$ cat config.mk
export PLATFORM = sky130hd
export DESIGN_NAME = ip4_axi_wr_mst
export DESIGN_NICKNAME = d
export VERILOG_FILES = /design/src/rtl/ip4_rtl_pkg.sv /design/src/rtl/ip4_outst_cnt.sv /design/src/rtl/ip4_axi_wr_mst.sv
export SDC_FILE = /design/constraint.sdc
export NUM_CORES = 1
export LEC_CHECK = 0
export CAP_MARGIN = 40
export CORE_AREA = 2 2 95 97
export DETAILED_ROUTE_END_ITERATION = 7
export DIE_AREA = 0 0 97 99
export GPL_TIMING_DRIVEN = 0
export PLACE_DENSITY_LB_ADDON = 0.05
export SLEW_MARGIN = 10
export SYNTH_ARGS = -nofsm -noshare
export SYNTH_HDL_FRONTEND = slang
export SYNTH_SLANG_ARGS = --single-unit
$ cat constraint.sdc
create_clock -name clk -period 2.7 [get_ports clk]
set_input_delay 0.27 -clock clk [delete_from_list [all_inputs] [get_ports clk]]
set_output_delay 0.27 -clock clk [all_outputs]
set_load 0.02 [all_outputs]
$ cat src/rtl/ip4_rtl_pkg.sv
// Shared AXI3 constants, BRESP encodings and the write-master state type.
package ip4_rtl_pkg;
  localparam int AXI_ID_W   = 4;
  localparam int AXI_LEN_W  = 4;
  localparam int AXI_SIZE_W = 3;
  localparam int AXI_RESP_W = 2;

  localparam logic [AXI_RESP_W-1:0] BRESP_OKAY   = 2'b00;
  localparam logic [AXI_RESP_W-1:0] BRESP_EXOKAY = 2'b01;
  localparam logic [AXI_RESP_W-1:0] BRESP_SLVERR = 2'b10;
  localparam logic [AXI_RESP_W-1:0] BRESP_DECERR = 2'b11;

  typedef enum logic [1:0] {IDLE, ADDR, DATA} wr_state_e;

  // AXI size code = log2(bytes per beat).
  function automatic logic [AXI_SIZE_W-1:0] axi_size(input int data_w);
    return AXI_SIZE_W'($clog2(data_w / 8));
  endfunction
endpackage

$ cat src/rtl/ip4_outst_cnt.sv
// Counts bursts whose B response is still pending; saturates at zero on a stray response.
module ip4_outst_cnt
  import ip4_rtl_pkg::*;
#(
  parameter int MAX_OUTST = 4
) (
  input  logic       clk,
  input  logic       rst,
  input  logic       inc,
  input  logic       dec,
  output logic [3:0] cnt,
  output logic       full,
  output logic       underflow
);
  assign full      = (cnt >= 4'(MAX_OUTST));
  assign underflow = dec && (cnt == 4'd0);

  always_ff @(posedge clk or posedge rst) begin
    if (rst) begin
      cnt <= 4'd0;
    end else if (inc && !dec) begin
      cnt <= cnt + 4'd1;
    end else if (dec && !inc && (cnt != 4'd0)) begin
      cnt <= cnt - 4'd1;
    end
  end
endmodule

$ cat src/rtl/ip4_axi_wr_mst.sv
// AXI3 write master: one burst request in, AW beat then W beats out, B responses tracked.
module ip4_axi_wr_mst
  import ip4_rtl_pkg::*;
#(
  parameter int AXI_ID    = 0,
  parameter int WID_ADDR  = 32,
  parameter int WID_DATA  = 64,
  parameter int MAX_OUTST = 4
) (
  input  logic                    clk,
  input  logic                    rst,
  input  logic                    req_valid,
  output logic                    req_ready,
  input  logic [WID_ADDR-1:0]     req_addr,
  input  logic [3:0]              req_len,
  input  logic                    wd_valid,
  output logic                    wd_ready,
  input  logic [WID_DATA-1:0]     wd_data,
  input  logic [WID_DATA/8-1:0]   wd_strb,
  output logic [3:0]              awid,
  output logic [WID_ADDR-1:0]     awaddr,
  output logic [3:0]              awlen,
  output logic [2:0]              awsize,
  output logic                    awvalid,
  input  logic                    awready,
  output logic [3:0]              wid,
  output logic [WID_DATA-1:0]     wdata,
  output logic [WID_DATA/8-1:0]   wstrb,
  output logic                    wlast,
  output logic                    wvalid,
  input  logic                    wready,
  input  logic [1:0]              bresp,
  input  logic                    bvalid,
  output logic                    bready,
  output logic                    err
);
  localparam int STRB_W = WID_DATA / 8;

  wr_state_e           state, state_nxt;
  logic [WID_ADDR-1:0] addr_q;
  logic [3:0]          len_q;
  logic [3:0]          beat_q;
  logic [3:0]          outst;
  logic                outst_full;
  logic                outst_underflow;
  logic                aw_hs, w_hs, b_hs;

  assign bready = 1'b1;
  assign aw_hs  = awvalid && awready;
  assign w_hs   = wvalid && wready;
  assign b_hs   = bvalid && bready;

  assign awid   = 4'(AXI_ID);
  assign wid    = 4'(AXI_ID);
  assign awaddr = addr_q & ~WID_ADDR'(STRB_W - 1);
  assign awlen  = len_q;
  assign awsize = axi_size(WID_DATA);
  assign wdata  = wd_data;
  assign wstrb  = wd_strb;
  assign wlast  = (state == DATA) && (beat_q == len_q);

  always_comb begin
    state_nxt = state;
    req_ready = (state == IDLE) && !outst_full;
    awvalid   = 1'b0;
    wvalid    = 1'b0;
    wd_ready  = 1'b0;
    case (state)
      IDLE: if (req_valid && req_ready) state_nxt = ADDR;
      ADDR: begin
        awvalid = 1'b1;
        if (awready) state_nxt = DATA;
      end
      DATA: begin
        wvalid   = wd_valid;
        wd_ready = wready;
        if (wd_valid && wready && wlast) state_nxt = IDLE;
      end
      default: state_nxt = IDLE;
    endcase
  end

  // Address/length are cleared by reset so the AW bus reads zero while held in reset.
  always_ff @(posedge clk or posedge rst) begin
    if (rst) begin
      state  <= IDLE;
      addr_q <= '0;
      len_q  <= 4'd0;
      beat_q <= 4'd0;
      err    <= 1'b0;
    end else begin
      state <= state_nxt;
      if (req_valid && req_ready) begin
        addr_q <= req_addr;
        len_q  <= req_len;
      end
      if (aw_hs) beat_q <= 4'd0;
      else if (w_hs) beat_q <= beat_q + 4'd1;
      if (outst_underflow || (b_hs && (bresp != BRESP_OKAY))) err <= 1'b1;
    end
  end

  ip4_outst_cnt #(.MAX_OUTST(MAX_OUTST)) u_outst (
    .clk       (clk),
    .rst       (rst),
    .inc       (aw_hs),
    .dec       (b_hs),
    .cnt       (outst),
    .full      (outst_full),
    .underflow (outst_underflow)
  );
endmodule
==> impl_metrics.yaml <==
status:
  status: "complete, no violations"
die:
  initial_core_util_pct: 30.2
  core_area_um2: 8550
  num_io_pins: 243
  die_y_um: 99
  dieWidth_um: 97
  dieArea_um2: 9600
  fp-row-count: 34
yosys:
  synthAdderAreaFrac_pct: 2.23
  yosysWarnings: 0
  synth_top_family_by_area: "buffers and inverters"
  synth_common_cells: "buf_4, dfrtp_1, mux2_2"
  synth_seq_cells: 44
  yosysSeqAreaShare_pct: 42.7
  synth.most_common_cell: "buf_4"
  synth.area.mux_share_pct: 16.4
  synth_area_leaders: "dfrtp_1, buf_4, mux2_2"
  synth_ff_type: "dfrtp_1"
  synth-compound-area-share_pct: 1.60
  synthArstFlopShare_pct: 100
  synth_edf_count: 0
  synth-xor-area-share_pct: 3.06
  synth.largest_area_cell: "dfrtp_1"
  syn_area_per_cell_um2: 11.8
  synth_area_um2: 2580
  netlist_instances: 219
  netlist.area_leader.share_pct: 42.7
  synth.distinct_cells: 33
  synth-simple-area-share_pct: 6.84
worst_setup_path:
  worstSetupPathType: "register to output pin"
  required_ns: 2.43
  crit_path_start_kind: "register"
  path_max_fanout: 4
  arrival_ns: 1.92
  cp-end-kind: "output pin"
global_routing:
  overflow: 0
  antenna_found_initial: 0
  grt_usage_pct: 11.9
  grt_max_degree: 30
  grt_pass1_wl_mm: 9.53
  grt_pass1_vias: 2054
final_layout:
  final_cells: 500
  stdcell_area_um2: 4400
  multiInputGateArea_um2: 832
  drive_above_1_share_pct: 36.0
  synthToLayoutAreaGrowth_pct: 70.6
  n_fill_cell: 800
  final_util_pct: 51.5
  diodes: 0
  nNetsFinal: 513
  regArea_um2: 1100
timing:
  hold_viol: 0
  fmax_mhz: 457
  min_period_ns: 2.19
  slew_viol_final: 0
  fin_skew_ns: 0.00382
  finalCritPeriodShare_pct: 81.0
  fin_tns_setup_ns: 0
  setup_viol_count_final: 0
  rsz0062_at_grt: "false"
power:
  leakage_uw: 0.00200
  power_density_nw_per_um2: 830
  irDropWorstVdd_mv: 0.456
clocking:
  worstSkewPairLatency_ns: 0.28
  clk_pin_slew_ns: 0.08
  cts_sinks: 44
  cts_tree: "yes"
  cts_setup_buffers: 0
  cts_made_buffers: 5
  root_buffer: "clkbuf_8"
  clockBufferDepth: 2
  cts.repair.resized: 0
  cts_hold_buf: 0
  htree_levels: 2
detailed_routing:
  first_iter_violations: 33
  drc: 0
  first_pass_iters: 2
  postRouteAntennaNets: 0
  vias_per_cell: 4.02
  vias: 2009
  avgRoutedWirePerCell_um: 12.1
  drt_wl_total_mm: 6.06
place:
  dpl.cell_count: 493
  routabilityCongestion: 0.759
  post_dp_cell_area_um2: 4300
  portBuffers: 152
  hpwl_mm: 5.05
run:
  maxCapViolations: 0
worst_hold_path:
  holdCritPathClass: "input port to asynchronous set/reset pin"
-- area by class of cell --
| class | count | share of cell area (%) |
|---|---|---|
| well taps | 108 | 3.07 |
| plain buffers | 90 | 15.6 |
| inverters | 2 | 0.171 |
| clock buffers | 7 | 2.19 |
| multi-input cells | 96 | 18.9 |
| flip-flops and latches | 44 | 25.0 |
| repair buffers | 153 | 35.0 |
-- layout by cell type, fill, tap and decap left out, types with 2 or more instances in the layout --
master,n
mux2_2,33
clkdlybuf4s50_1,152
ha_1,3
and2_1,2
buf_4,87
nor2_1,4
mux2i_1,2
o21ai_0,3
clkbuf_8,7
xnor2_1,4
a21oi_1,2
dfrtp_1,44
mux2_4,2
xor2_1,5
nand3_2,2
nand4_1,2
buf_6,3
nand2_1,2
conb_1,15
-- registers in the layout (all words and copies together), names as in the netlist --
signal and flops:
err 1, u_outst.cnt 4, addr_q 29, state 2, awlen 4, beat_q 4
-- worst paths after layout --
path	start	to	slack, ns	depth (start not counted)
max	beat_q[0]$_DFFE_PP0P_	wlast	0.51	4
min	rst	addr_q[27]$_DFFE_PP0P_	0.27	2
max reg2reg	state[1]$_DFFE_PP0P_	u_outst.cnt[3]$_DFFE_PP0P_	0.65	7
min reg2reg	err$_DFFE_PP0P_	err$_DFFE_PP0P_	0.48	1
max in group asynchronous	rst	u_outst.cnt[0]$_DFFE_PP0P_	1.96	3
min in group clk	err$_DFFE_PP0P_	err$_DFFE_PP0P_	0.48	1
-- report_power, final --
group	switching [uW]	internal, uW	total [uW]
Clock	207	228	435
Combinational	876	1140	2010
Sequential	226	979	1210
Total	1310	2340	3650
-- metal layers --
layer  routed length, um  track usage, %  share of wire, %
met5                   0               0                 0
met3                 844            6.67                14
met1                2050            12.6                34
met4                  29            2.28              0.48
met2                3130            21.0                52
-- critical path, stage by stage (launching register included) --
cell             delay, ns
dfrtp_1               0.43
xnor2_1               0.17
nand4_1               0.14
nor3b_1               0.24
clkdlybuf4s50_1       0.65
-- cell families after synthesis --
logic type      Yosys count
mux                      37
fa+ha+maj                 4
xor+xnor                  9
other cells               2
flops                    44
simple gates             24
buf+inv                  92
compound gates            7
-- through the flow --
step	worst slack [ns]	total power (uW)	hold slack [ns]
finish	0.513	3650	0.271
global route	0.341	3900	0.297
CTS	0.465	3720	0.270
detailed placement	0.363	3260	0.463
global placement	0.372	3230	0.464
floorplan	0.794	2380	0.378
Power figures use the tool's default switching activity.
